## src/rtl/acc_readout_sequencer_pkg.sv

```systemverilog
// Shared definitions for the accumulator readout path: sequencer state encoding
// and the default accumulator width used across the datapath.
package acc_readout_sequencer_pkg;

  localparam int ACC_WIDTH_DEFAULT = 16;

  typedef enum logic [1:0] {
    ST_IDLE   = 2'd0,
    ST_STREAM = 2'd1,
    ST_DONE   = 2'd2
  } seq_state_t;

endpackage

```

## src/rtl/acc_readout_sequencer_snapshot_bank.sv

```systemverilog
// Snapshot of the accumulator bank: captures all values in one cycle so the live
// accumulators can restart while the captured copy is streamed out.
module acc_snapshot_bank
  import acc_readout_sequencer_pkg::*;
#(
  parameter int ACC_WIDTH = ACC_WIDTH_DEFAULT,
  parameter int NUM_ACC   = 8,
  parameter int IDX_W     = 3
) (
  input  logic                         clk,
  input  logic                         rst_n,
  input  logic                         capture,
  input  logic [NUM_ACC*ACC_WIDTH-1:0] acc_bus,
  input  logic [IDX_W-1:0]             rd_idx,
  output logic [ACC_WIDTH-1:0]         rd_data
);

  logic [ACC_WIDTH-1:0] snap_q [NUM_ACC];
  logic [ACC_WIDTH-1:0] snap_d [NUM_ACC];

  always_comb begin
    for (int i = 0; i < NUM_ACC; i++) begin
      snap_d[i] = snap_q[i];
      if (capture) begin
        snap_d[i] = acc_bus[i*ACC_WIDTH +: ACC_WIDTH];
      end
    end
  end

  always_ff @(posedge clk or negedge rst_n) begin
    if (!rst_n) begin
      for (int i = 0; i < NUM_ACC; i++) begin
        snap_q[i] <= '0;
      end
    end else begin
      for (int i = 0; i < NUM_ACC; i++) begin
        snap_q[i] <= snap_d[i];
      end
    end
  end

  // Indices past the bank (non power-of-two NUM_ACC) read as zero.
  always_comb begin
    rd_data = '0;
    if (int'(rd_idx) < NUM_ACC) begin
      rd_data = snap_q[rd_idx];
    end
  end

endmodule

```

## src/rtl/acc_readout_sequencer.sv

```systemverilog
// Accumulator readout sequencer: on start, snapshots the bank, pulses the
// accumulator clear, then streams the captured values one beat at a time.
//
// Handshake: a beat transfers on a rising edge where out_valid & out_ready are
// both high; while out_valid is high and out_ready is low, out_data, out_idx and
// out_valid hold stable and out_valid never drops before the transfer.
module acc_readout_sequencer
  import acc_readout_sequencer_pkg::*;
#(
  parameter int ACC_WIDTH = ACC_WIDTH_DEFAULT,
  parameter int NUM_ACC   = 8,
  parameter int IDX_W     = 3
) (
  input  logic                         clk,
  input  logic                         rst,
  input  logic                         start,
  input  logic [NUM_ACC*ACC_WIDTH-1:0] acc_bus,
  output logic                         acc_clr,
  output logic [ACC_WIDTH-1:0]         out_data,
  output logic [IDX_W-1:0]             out_idx,
  output logic                         out_valid,
  input  logic                         out_ready,
  output logic                         busy,
  output logic                         done,
  output seq_state_t                   dbg_state
);

  localparam logic [IDX_W-1:0] LAST_IDX = IDX_W'(NUM_ACC - 1);

  seq_state_t           state_q, state_d;
  logic [IDX_W-1:0]     idx_q, idx_d;
  logic [ACC_WIDTH-1:0] data_q, data_d;
  logic                 clr_q, clr_d;
  logic                 valid_q, valid_d;
  logic                 busy_q, busy_d;
  logic                 done_q, done_d;

  logic                 capture;
  logic [IDX_W-1:0]     next_idx;
  logic [ACC_WIDTH-1:0] next_data;

  assign next_idx = idx_q + IDX_W'(1);

  // The bank is read one entry ahead so out_data can be loaded as a register.
  acc_snapshot_bank #(
    .ACC_WIDTH (ACC_WIDTH),
    .NUM_ACC   (NUM_ACC),
    .IDX_W     (IDX_W)
  ) u_bank (
    .clk     (clk),
    .rst_n   (rst),
    .capture (capture),
    .acc_bus (acc_bus),
    .rd_idx  (next_idx),
    .rd_data (next_data)
  );

  always_comb begin
    state_d = state_q;
    idx_d   = idx_q;
    data_d  = data_q;
    clr_d   = 1'b0;
    valid_d = valid_q;
    busy_d  = busy_q;
    done_d  = 1'b0;
    capture = 1'b0;
    unique case (state_q)
      ST_IDLE: begin
        if (start) begin
          capture = 1'b1;
          idx_d   = '0;
          data_d  = acc_bus[ACC_WIDTH-1:0];
          clr_d   = 1'b1;
          busy_d  = 1'b1;
          valid_d = 1'b1;
          state_d = ST_STREAM;
        end
      end
      ST_STREAM: begin
        if (valid_q && out_ready) begin
          if (idx_q == LAST_IDX) begin
            valid_d = 1'b0;
            done_d  = 1'b1;
            state_d = ST_DONE;
          end else begin
            idx_d  = next_idx;
            data_d = next_data;
          end
        end
      end
      ST_DONE: begin
        busy_d  = 1'b0;
        state_d = ST_IDLE;
      end
      default: begin
        valid_d = 1'b0;
        busy_d  = 1'b0;
        state_d = ST_IDLE;
      end
    endcase
  end

  always_ff @(posedge clk or negedge rst) begin
    if (!rst) begin
      state_q <= ST_IDLE;
      idx_q   <= '0;
      data_q  <= '0;
      clr_q   <= 1'b0;
      valid_q <= 1'b0;
      busy_q  <= 1'b0;
      done_q  <= 1'b0;
    end else begin
      state_q <= state_d;
      idx_q   <= idx_d;
      data_q  <= data_d;
      clr_q   <= clr_d;
      valid_q <= valid_d;
      busy_q  <= busy_d;
      done_q  <= done_d;
    end
  end

  assign acc_clr   = clr_q;
  assign out_data  = data_q;
  assign out_idx   = idx_q;
  assign out_valid = valid_q;
  assign busy      = busy_q;
  assign done      = done_q;
  assign dbg_state = state_q;

endmodule

```

## config.mk

```make
export PLATFORM = sky130hd
export DESIGN_NAME = acc_readout_sequencer
export DESIGN_NICKNAME = d
export VERILOG_FILES = /design/src/rtl/acc_readout_sequencer_pkg.sv /design/src/rtl/acc_readout_sequencer_snapshot_bank.sv /design/src/rtl/acc_readout_sequencer.sv
export SDC_FILE = /design/constraint.sdc
export NUM_CORES = 1
export LEC_CHECK = 0
export BUFFER_PORTS_ARGS = -buffer_cell sky130_fd_sc_hd__buf_2
export CORE_MARGIN = 2
export CORE_UTILIZATION = 54
export DETAILED_ROUTE_END_ITERATION = 16
export PLACE_DENSITY = 0.91
export SYNTH_ARGS = -nofsm -noshare
export SYNTH_HDL_FRONTEND = slang
export SYNTH_SLANG_ARGS = --single-unit
```

## constraint.sdc

```tcl
create_clock -name clk -period 2.4 [get_ports clk]
set_clock_uncertainty 0.05 [all_clocks]
set_input_delay 0.12 -clock clk [delete_from_list [all_inputs] [get_ports clk]]
set_output_delay 0.12 -clock clk [all_outputs]
set_load 0.05 [all_outputs]
```

==> out/results.ini <==
[status]
status=finished, final reports clean

[timing]
rsz0062_at_grt=false
fin_crit_ns=2.25
slew_headroom_pct=56.8
setup_violations=0
tns_ns=0
max_freq_ghz=0.445
finalMaxSlewViolations=0
tightestPinTransition_ns=0.649
fin_crit_sh_pct=93.6
hold_slack_ns=0.0874
hold_violations=0

[layout]
nFillCells=704
postLayoutCoreUtil_pct=78.4
fin_cells=1204
syn2layout_area_growth_pct=42.6
drive_gt1_share_pct=21.3
nets=1152

[synth]
yosysMostFrequentCell=nand2_1
ys_seq_elements=153
synth_top_area_share_pct=55.4
syn_avg_cell_area_sq_um=9.26
synthArstFlopShare_pct=100
yosysTopAreaCell=dfrtp_1
synth.area.top_cells=dfrtp_1, nand2_1, mux2i_1
syn_area_sq_um=6910
synth_nets=880
synthTopCellsByCount=nand2_1, dfrtp_1, mux2i_1, clkbuf_1
syn_inst=746
synthFlopType=dfrtp_1
ys_seq_area_share_pct=55.4
synth_edf_count=0
synth.distinct_cells=27
yosysWarningCount=0

[route]
ant_nets=0
highest_layer=met4
via_count=6828
wl_met1_um=8500
wl_um=23500
wl_per_cell_um=19.5
drt_pre_antenna_iters=6
drc=0
drt-initial-drc-count=852
dr_wl_met2_um=11500
vias_per_cell=5.67
met3_length_um=1960

[die]
die_w_um=117
fp.dieArea_sq_um=13700
pin_count=157
start_util_pct=55.0
coreArea_sq_um=12600
die_h_um=117
num_rows=41

[clock_network]
cts_tree=done
cts-root-buf=clkbuf_16
clk_path_buf_depth=2
insertion_delay_ns=0.43
cts_made_buffers=17
post_cts_buffers=0
htreeDepth=4
cts.sinks=153
cts.clk_slew.worst_paths_ns=0.07

[power]
seqPwrFrac_pct=35.2
p_sw_uw=5320
power_density_nw_per_um2=1320
switching_share_pct=40.9
p_comb_share_pct=41.5
peakVddDrop_mv=0.761
internal-power_uw=7700
power_leakage_uw=0.00509
clockPowerShare_pct=23.4

[worst_setup_path]
critPathKind=register to register
cp_slowest_cell=dfrtp_4
start_kind=register
cp_cell_sequence=ha_1 -> ha_1 -> nor3b_2 -> nand2b_1 -> buf_4 -> o22ai_1 -> o32a_1
crit_required_ns=2.71
cp_common_cell=ha_1
critPathMaxFanout=11
setup.worst_path.end_class=register
crit_path_max_incr_delay_ns=0.49
cp.arrival_ns=2.56

[global_routing]
gr-total-overflow=0
grt.total_usage_pct=35.5
grt_max_degree=149
antenna_found_initial=1
grt_pass1_vias=6985
grt_pass1_wl_um=35900

[placement]
dp.cells=1041
post-dp-hpwl_um=12100
io_buffers=156
place_congestion=0.907

[worst_hold_path]
min_path_type=input pin to asynchronous set/reset pin

[job]
cap_violations=0

through the flow:
step                      setup slack [ns]  cell area [sq um]  power (uW)
after CTS                            0.120               9840       12600
after global routing                0.0442               9850       13600
after detailed placement             0.221               7870        9380
after floorplan                     0.0916               6910        7890
final                                0.152               9850       13000
after global placement               0.287               7870        9180
layer usage:
| metal | up-vias | GRT usage (%) |
|---|---|---|
| met5 | - | 0 |
| met4 | 0 | 22.7 |
| met2 | 453 | 58.7 |
| met3 | 148 | 9.68 |
| met1 | 3254 | 41.1 |
| li1 | 2973 | - |
registers in the layout (all words and copies together) (netlist names):
register	cells
out_valid	1
acc_clr	1
busy	1
out_idx	3
done	1
dbg_state	2
u_bank.snap_q	128
out_data	16
worst max-delay path, delay by kind of cell (launching register included):
kind | cells | cell delay (ns)
simple gates | 2 | 0.42
buf+inv | 1 | 0.24
compound gates | 2 | 0.46
fa+ha+maj | 2 | 0.53
flops | 1 | 0.49
final timing paths:
check,cells after the start,slack (ns),from,endpoint
max,7,0.15,out_idx[0]$_DFFE_PN0P_,out_data[2]$_DFFE_PN0P_
min,2,0.09,rst,u_bank.snap_q[32]$_DFFE_PN0P_
max reg2reg,7,0.15,out_idx[0]$_DFFE_PN0P_,out_data[2]$_DFFE_PN0P_
min reg2reg,2,0.42,u_bank.snap_q[12]$_DFFE_PN0P_,u_bank.snap_q[12]$_DFFE_PN0P_
max in group asynchronous,3,1.40,rst,out_idx[0]$_DFFE_PN0P_
min in group clk,4,0.11,start,dbg_state[0]$_DFFE_PN0P_
final cells by class:
class	count	area (sq um)	area share, %
Clock inverter	10	189	1.92
Antenna cell	1	2.50	0.0254
Timing Repair Buffer	300	2270	23.0
Sequential cell	153	3830	38.9
Tap cell	172	215	2.18
Inverter	20	76.3	0.775
Multi-Input combinational cell	526	2790	28.3
Clock buffer	22	484	4.91
cells by family after synthesis:
kind of cell | share of synthesized area (%)
and+or+nand+nor | 21.6
DFF | 55.4
adders and majority gates | 0.362
muxes | 9.27
AOI/OAI and AO/OA | 8.96
buffers and inverters | 4.38
layout by cell type, fill, tap and decap left out, drive strengths merged, types with 2 or more instances in the layout:
master,n
inv,19
ha,2
nor2,19
a21oi,2
buf,170
dfrtp,153
clkinv,5
bufinv,5
nand2b,2
clkbuf,22
or3b,2
o21ai,20
o32a,16
dlygate4sd3,130
mux2i,64
o22ai,17
nand2,360
o221ai,16
power by group through the flow:
stage	combinational (uW)	sequential, uW	clock [uW]
final	5400	4580	3050
after global placement	4770	4410	0
after floorplan	2980	4920	0
after CTS	5150	4460	3020
after detailed placement	4910	4470	0
after global routing	5800	4640	3160
what timing repair did:
action	CTS	global route
hold buffers	129	1
setup endpoints to repair	0	2
resized for setup	0	1
endpoints found under the hold margin	282	1
No activity file was read; power rests on OpenSTA's default activity.
